$ cat config.mk
export PLATFORM = sky130hd
export DESIGN_NAME = main_control
export DESIGN_NICKNAME = d
export VERILOG_FILES = /design/src/rtl/main_control_pkg.sv /design/src/rtl/wait_timer.sv /design/src/rtl/main_control.sv
export SDC_FILE = /design/constraint.sdc
export NUM_CORES = 1
export LEC_CHECK = 0
export ABC_AREA = 0
export ABC_CLOCK_PERIOD_IN_PS = 2500
export BUFFER_PORTS_ARGS = -buffer_cell sky130_fd_sc_hd__buf_2
export CAP_MARGIN = 20
export CORE_MARGIN = 2
export CORE_UTILIZATION = 40
export DETAILED_ROUTE_END_ITERATION = 8
export SLEW_MARGIN = 25
export SYNTH_ARGS = -nofsm -noshare
export SYNTH_HDL_FRONTEND = slang
export SYNTH_SLANG_ARGS = --single-unit
$ cat constraint.sdc
create_clock -name clk -period 2.5 [get_ports clk]
set_input_delay 0.5 -clock clk [delete_from_list [all_inputs] [get_ports clk]]
set_output_delay 0.5 -clock clk [all_outputs]
set_load 0.01 [all_outputs]
$ cat src/rtl/main_control_pkg.sv
// Shared encodings for the main control FSM: states, opcodes, R-type functions,
// writeback selects and the instruction classification helpers.
package main_control_pkg;

  typedef logic [2:0] state_t;

  localparam state_t S_FETCH    = 3'd0;
  localparam state_t S_DECODE   = 3'd1;
  localparam state_t S_EXEC     = 3'd2;
  localparam state_t S_WAIT_ALU = 3'd3;
  localparam state_t S_MEM      = 3'd4;
  localparam state_t S_WB       = 3'd5;
  localparam state_t S_WB2      = 3'd6;
  localparam state_t S_TRAP     = 3'd7;

  localparam logic [3:0] OP_IMM_A = 4'b1000;
  localparam logic [3:0] OP_IMM_B = 4'b1001;
  localparam logic [3:0] OP_LBI   = 4'b1010;
  localparam logic [3:0] OP_SBI   = 4'b1011;
  localparam logic [3:0] OP_LD    = 4'b1100;
  localparam logic [3:0] OP_ST    = 4'b1101;
  localparam logic [3:0] OP_RTYPE = 4'b1111;

  localparam logic [3:0] FN_ADD  = 4'b0000;
  localparam logic [3:0] FN_SUB  = 4'b0001;
  localparam logic [3:0] FN_MUL  = 4'b0010;
  localparam logic [3:0] FN_DIV  = 4'b0011;
  localparam logic [3:0] FN_MOVE = 4'b0100;
  localparam logic [3:0] FN_SWAP = 4'b0101;

  localparam logic [1:0] WB_ALU  = 2'b00;
  localparam logic [1:0] WB_MEM  = 2'b01;
  localparam logic [1:0] WB_SWAP = 2'b10;

  // func is only checked for R-type; for the other opcodes it is an immediate
  function automatic logic is_legal(input logic [3:0] op, input logic [3:0] fn);
    logic ok;
    case (op)
      OP_RTYPE: begin
        case (fn)
          FN_ADD, FN_SUB, FN_MUL, FN_DIV, FN_MOVE, FN_SWAP: ok = 1'b1;
          default: ok = 1'b0;
        endcase
      end
      OP_IMM_A, OP_IMM_B, OP_LBI, OP_SBI, OP_LD, OP_ST: ok = 1'b1;
      default: ok = 1'b0;
    endcase
    return ok;
  endfunction

  function automatic logic is_load(input logic [3:0] op);
    return (op == OP_LBI) || (op == OP_LD);
  endfunction

  function automatic logic is_store(input logic [3:0] op);
    return (op == OP_SBI) || (op == OP_ST);
  endfunction

  function automatic logic is_muldiv(input logic [3:0] op, input logic [3:0] fn);
    return (op == OP_RTYPE) && ((fn == FN_MUL) || (fn == FN_DIV));
  endfunction

  function automatic logic is_swap(input logic [3:0] op, input logic [3:0] fn);
    return (op == OP_RTYPE) && (fn == FN_SWAP);
  endfunction

endpackage

$ cat src/rtl/wait_timer.sv
// Handshake watchdog: counts waiting cycles and flags the last permitted one.
module wait_timer (
  input  logic       clk,
  input  logic       rst_n,
  input  logic       clear,
  input  logic       enable,
  input  logic [7:0] limit,
  output logic       expired
);

  logic [7:0] count_r;

  // clear has priority so a fresh wait always starts from zero
  always_ff @(posedge clk or negedge rst_n) begin
    if (!rst_n) begin
      count_r <= 8'd0;
    end else if (clear) begin
      count_r <= 8'd0;
    end else if (enable) begin
      count_r <= count_r + 8'd1;
    end else begin
      count_r <= count_r;
    end
  end

  // high during the limit-th waiting cycle; the caller lets a handshake win it
  assign expired = (count_r == (limit - 8'd1));

endmodule

$ cat src/rtl/main_control.sv
// Multi-cycle instruction sequencer: fetch, decode, execute, memory and
// writeback strobes with a sticky trap on illegal encodings or handshake timeout.
module main_control
  import main_control_pkg::*;
#(
  parameter int unsigned MAX_WAIT = 15
) (
  input  logic        clk,
  input  logic        rst_n,
  input  logic [15:0] instr,
  input  logic        mem_ready,
  input  logic        alu_done,
  output logic [3:0]  ctrl,
  output logic [3:0]  func,
  output logic        ir_write,
  output logic        pc_write,
  output logic        mem_read,
  output logic        mem_write,
  output logic        mem_byte,
  output logic        reg_write,
  output logic [1:0]  wb_sel,
  output logic        alu_src_imm,
  output logic        alu_start,
  output logic        trap
);

  state_t      state_r, state_next_s;
  logic [15:0] ir_r;
  logic [3:0]  ctrl_r, func_r;
  logic        timer_en_s, timer_clr_s, expired_s;
  logic        ir_write_s, pc_write_s, mem_read_s, mem_write_s, mem_byte_s;
  logic        reg_write_s, alu_src_imm_s, alu_start_s;
  logic [1:0]  wb_sel_s;
  logic        unused_ir_s;

  assign unused_ir_s = ^ir_r[11:4];

  // next state, strobes and watchdog enable
  always_comb begin
    state_next_s  = state_r;
    timer_en_s    = 1'b0;
    ir_write_s    = 1'b0;
    pc_write_s    = 1'b0;
    mem_read_s    = 1'b0;
    mem_write_s   = 1'b0;
    mem_byte_s    = 1'b0;
    reg_write_s   = 1'b0;
    wb_sel_s      = WB_ALU;
    alu_src_imm_s = 1'b0;
    alu_start_s   = 1'b0;
    case (state_r)
      S_FETCH: begin
        mem_read_s = 1'b1;
        if (mem_ready) begin
          ir_write_s   = 1'b1;
          pc_write_s   = 1'b1;
          state_next_s = S_DECODE;
        end else if (expired_s) begin
          state_next_s = S_TRAP;
        end else begin
          timer_en_s = 1'b1;
        end
      end
      S_DECODE: begin
        if (is_legal(ir_r[15:12], ir_r[3:0])) begin
          state_next_s = S_EXEC;
        end else begin
          state_next_s = S_TRAP;
        end
      end
      S_EXEC: begin
        alu_src_imm_s = (ctrl_r != OP_RTYPE);
        if (is_muldiv(ctrl_r, func_r)) begin
          alu_start_s  = 1'b1;
          state_next_s = S_WAIT_ALU;
        end else if (is_load(ctrl_r) || is_store(ctrl_r)) begin
          state_next_s = S_MEM;
        end else begin
          state_next_s = S_WB;
        end
      end
      S_WAIT_ALU: begin
        if (alu_done) begin
          state_next_s = S_WB;
        end else if (expired_s) begin
          state_next_s = S_TRAP;
        end else begin
          timer_en_s = 1'b1;
        end
      end
      S_MEM: begin
        mem_read_s  = is_load(ctrl_r);
        mem_write_s = is_store(ctrl_r);
        mem_byte_s  = (ctrl_r == OP_LBI) || (ctrl_r == OP_SBI);
        if (mem_ready) begin
          state_next_s = is_load(ctrl_r) ? S_WB : S_FETCH;
        end else if (expired_s) begin
          state_next_s = S_TRAP;
        end else begin
          timer_en_s = 1'b1;
        end
      end
      S_WB: begin
        reg_write_s  = 1'b1;
        wb_sel_s     = is_load(ctrl_r) ? WB_MEM : WB_ALU;
        state_next_s = is_swap(ctrl_r, func_r) ? S_WB2 : S_FETCH;
      end
      S_WB2: begin
        reg_write_s  = 1'b1;
        wb_sel_s     = WB_SWAP;
        state_next_s = S_FETCH;
      end
      S_TRAP: begin
        state_next_s = S_TRAP;
      end
      default: begin
        state_next_s = S_TRAP;
      end
    endcase
  end

  // every state change starts a fresh wait, which covers entry to FETCH/MEM/WAIT_ALU
  assign timer_clr_s = (state_next_s != state_r);

  wait_timer u_wait_timer (
    .clk     (clk),
    .rst_n   (rst_n),
    .clear   (timer_clr_s),
    .enable  (timer_en_s),
    .limit   (8'(MAX_WAIT)),
    .expired (expired_s)
  );

  // FSM state, instruction register and the latched ALU control fields
  always_ff @(posedge clk or negedge rst_n) begin
    if (!rst_n) begin
      state_r <= S_FETCH;
      ir_r    <= 16'h0000;
      ctrl_r  <= 4'b0000;
      func_r  <= 4'b0000;
    end else begin
      state_r <= state_next_s;
      if (ir_write_s) begin
        ir_r <= instr;
      end else begin
        ir_r <= ir_r;
      end
      if (state_r == S_DECODE) begin
        ctrl_r <= ir_r[15:12];
        func_r <= ir_r[3:0];
      end else begin
        ctrl_r <= ctrl_r;
        func_r <= func_r;
      end
    end
  end

  // strobes are quenched while reset is held so FETCH only reads once released
  assign ir_write    = ir_write_s    & rst_n;
  assign pc_write    = pc_write_s    & rst_n;
  assign mem_read    = mem_read_s    & rst_n;
  assign mem_write   = mem_write_s   & rst_n;
  assign mem_byte    = mem_byte_s    & rst_n;
  assign reg_write   = reg_write_s   & rst_n;
  assign wb_sel      = wb_sel_s      & {2{rst_n}};
  assign alu_src_imm = alu_src_imm_s & rst_n;
  assign alu_start   = alu_start_s   & rst_n;
  assign ctrl        = ctrl_r;
  assign func        = func_r;
  assign trap        = (state_r == S_TRAP);

endmodule

==> flow_metrics.env <==
export IMPL_cp_required_ns=2.00
export IMPL_synth_seq_cells=27
export IMPL_top_layer="met4"
export IMPL_die_w_um=66.7
export IMPL_viasPerCell=5.33
export IMPL_yosysMostFrequentCell="dfrtp_1"
export IMPL_met3RoutedLength_um=124
export IMPL_ir_worst_vdd_mv=0.517
export IMPL_arrival_ns=1.70
export IMPL_layout_drive_gt1_share=0.339
export IMPL_core_region_area_mm2=0.00372
export IMPL_clock_sinks=27
export IMPL_ys_types=45
export IMPL_slew_headroom=0.709
export IMPL_area_growth_pct=15.9
export IMPL_grt_use_total=0.170
export IMPL_wl_met2_um=1600
export IMPL_dr_pass1_iters=4
export IMPL_cts_root_buf="clkbuf_8"
export IMPL_grt_pass1_vias=1226
export IMPL_setup_viol=0
export IMPL_powerDensity_mw_per_mm2=1190
export IMPL_worstMarginPinSlew_ns=0.436
export IMPL_reg2reg_depth=7
export IMPL_wl_um=3360
export IMPL_clock_path_buffers=2
export IMPL_cts_tree="built"
export IMPL_dp_hpwl_um=2580
export IMPL_finalInstanceArea_mm2=0.00182
export IMPL_grt_pass1_wl_um=5780
export IMPL_fin_crit_sh=0.878
export IMPL_yosys_most_used_dff="dfrtp_1"
export IMPL_cts_buffers=3
export IMPL_grt_max_degree=17
export IMPL_place_gp_congestion=0.824
export IMPL_synthDominantAreaCellType="dfrtp_1"
export IMPL_wl_met1_um=1620
export IMPL_synth_cells=151
export IMPL_diodes=0
export IMPL_start_util=0.424
export IMPL_clock_skew_ns=0.00275
export IMPL_rsz0062_at_grt="false"
export IMPL_post_cts_setup_buffer_count=0
export IMPL_synth_seq_area_share=0.429
export IMPL_synth_cell_area_mm2=0.00157
export IMPL_synth_edf_count=0
export IMPL_die_h_um=66.7
export IMPL_critPathLaunchType="register"
export IMPL_clock_latency_ns=0.27
export IMPL_worstPathMaxFanout=15
export IMPL_drtIter0Drc=88
export IMPL_syn_nets=173
export IMPL_post_drt_wl_per_cell_um=14.6
export IMPL_antenna_found_initial=0
export IMPL_cts_hold_buf=0
export IMPL_synth_async_reset_ratio=1.00
export IMPL_gr_total_overflow=0
export IMPL_synthTopCellsByArea="dfrtp_1, mux2_2, nor3_1"
export IMPL_final_min_clock_period_ns=2.20
export IMPL_final_max_slew_violation_count=0
export IMPL_yosys_warnings=0
export IMPL_holdWs_ns=0.116
export IMPL_clkTransAtPathRegs_ns=0.09
export IMPL_num_rows=22
export IMPL_worstSetupEndpointType="primary output"
export IMPL_synth_top_area_frac=0.429
export IMPL_ant_nets=0
export IMPL_synth_top_cells_by_count="dfrtp_1, mux2_2, nor3_1, nand2_1, nor2_1"
export IMPL_pre_cts_slack_ns=0.384
export IMPL_hold_path_class="input port to asynchronous set/reset pin"
export IMPL_vias=1232
export IMPL_syn_mean_instance_area_um2=10.4
export IMPL_finalHoldViolCount=0
export IMPL_fin_ws_ns=0.304
export IMPL_htree_levels=1
export IMPL_die_area_mm2=0.00445
export IMPL_status="finished, final reports clean"
export IMPL_path_class="register to primary output"
export IMPL_io_pins=39
export IMPL_fin_total_pwr_mw=2.17
export IMPL_leakagePower_nw=0.790
export IMPL_ctsResizeCount=0
export IMPL_portBuffers=30
export IMPL_place_area_mm2=0.00178
export IMPL_drv_cap=0
export IMPL_route_detailed_drc=0
export IMPL_nets=206
export IMPL_tns_ns=0
export IMPL_fmax_mhz=455
## through the flow
| stage | cells | utilization |
|---|---|---|
| CTS | 231 | 0.491 |
| global route | 231 | 0.491 |
| global placement | 227 | 0.478 |
| floorplan | 151 | - |
| finish | 231 | 0.491 |
| detailed placement | 227 | 0.478 |
## placed cells by master (no fill, tap or decap), types with 4 or more instances in the layout
| cell type | netlist | layout |
|---|---|---|
| buf_2 | 2 | 30 |
| dfrtp_1 | 27 | 27 |
| mux2_2 | 16 | 16 |
| nor3_1 | 14 | 14 |
| nand2_1 | 11 | 11 |
| nor2_1 | 10 | 10 |
| xnor2_1 | 8 | 8 |
| inv_1 | 5 | 5 |
| buf_4 | 2 | 5 |
| nand2b_1 | 4 | 4 |
| o21ai_0 | 4 | 4 |
## worst max-delay path, cell delays in order (launching register included)
cell     delay [ns]
dfrtp_1        0.41
buf_4          0.19
nor2_1         0.29
and3_1         0.23
and2_1         0.16
buf_2          0.15
## registers in the layout, summed over array words and instances, names as in the netlist
register and cells:
ctrl 4, u_wait_timer.count_r 8, ir_r 8, state_r 3
func 4
## cell families (layout without fill, tap and decap cells)
| kind of cell | Yosys count | count (layout) | share of synthesized area |
|---|---|---|---|
| compound gates | 24 | 24 | 0.138 |
| mux | 16 | 16 | 0.114 |
| flops | 27 | 27 | 0.429 |
| simple gates | 60 | 60 | 0.207 |
| buf+inv | 12 | 44 | 0.0397 |
| fa+ha+maj | 2 | 2 | 0.0159 |
| xor+xnor | 10 | 10 | 0.0556 |
## layout make-up
cell class,count,area [µm²]
Timing Repair Buffer,35,188
Sequential cell,27,676
Clock inverter,1,5.00
Inverter,5,18.8
Tap cell,48,60.1
Multi-Input combinational cell,112,836
Clock buffer,3,41.3
Fill cell,350,1890
## routing by layer
| metal | vias to the layer above | global-route usage |
|---|---|---|
| li1 | 607 | - |
| met1 | 601 | 0.234 |
| met2 | 22 | 0.280 |
| met3 | 2 | 0.0304 |
| met4 | 0 | 0.0306 |
| met5 | - | 0 |
## report_power, final
part           total [mW]  internal [mW]  switching [mW]
sequential          0.783          0.609           0.174
clock               0.248          0.112           0.137
combinational        1.14          0.527           0.609
## worst paths after layout
| check | from | to | slack (ns) |
|---|---|---|---|
| setup / recovery | state_r[0]$_DFF_PN0_ | pc_write | 0.30 |
| hold / removal | rst_n | ctrl[2]$_DFFE_PN0P_ | 0.12 |
| setup reg to reg | u_wait_timer.count_r[0]$_DFFE_PN0P_ | u_wait_timer.count_r[3]$_DFFE_PN0P_ | 0.34 |
| hold reg to reg | ir_r[0]$_DFFE_PN0P_ | ir_r[0]$_DFFE_PN0P_ | 0.52 |
| max in group asynchronous | rst_n | func[2]$_DFFE_PN0P_ | 1.93 |
| min in group clk | instr[15] | ir_r[15]$_DFFE_PN0P_ | 0.46 |
(Power assumes the default switching activity.)
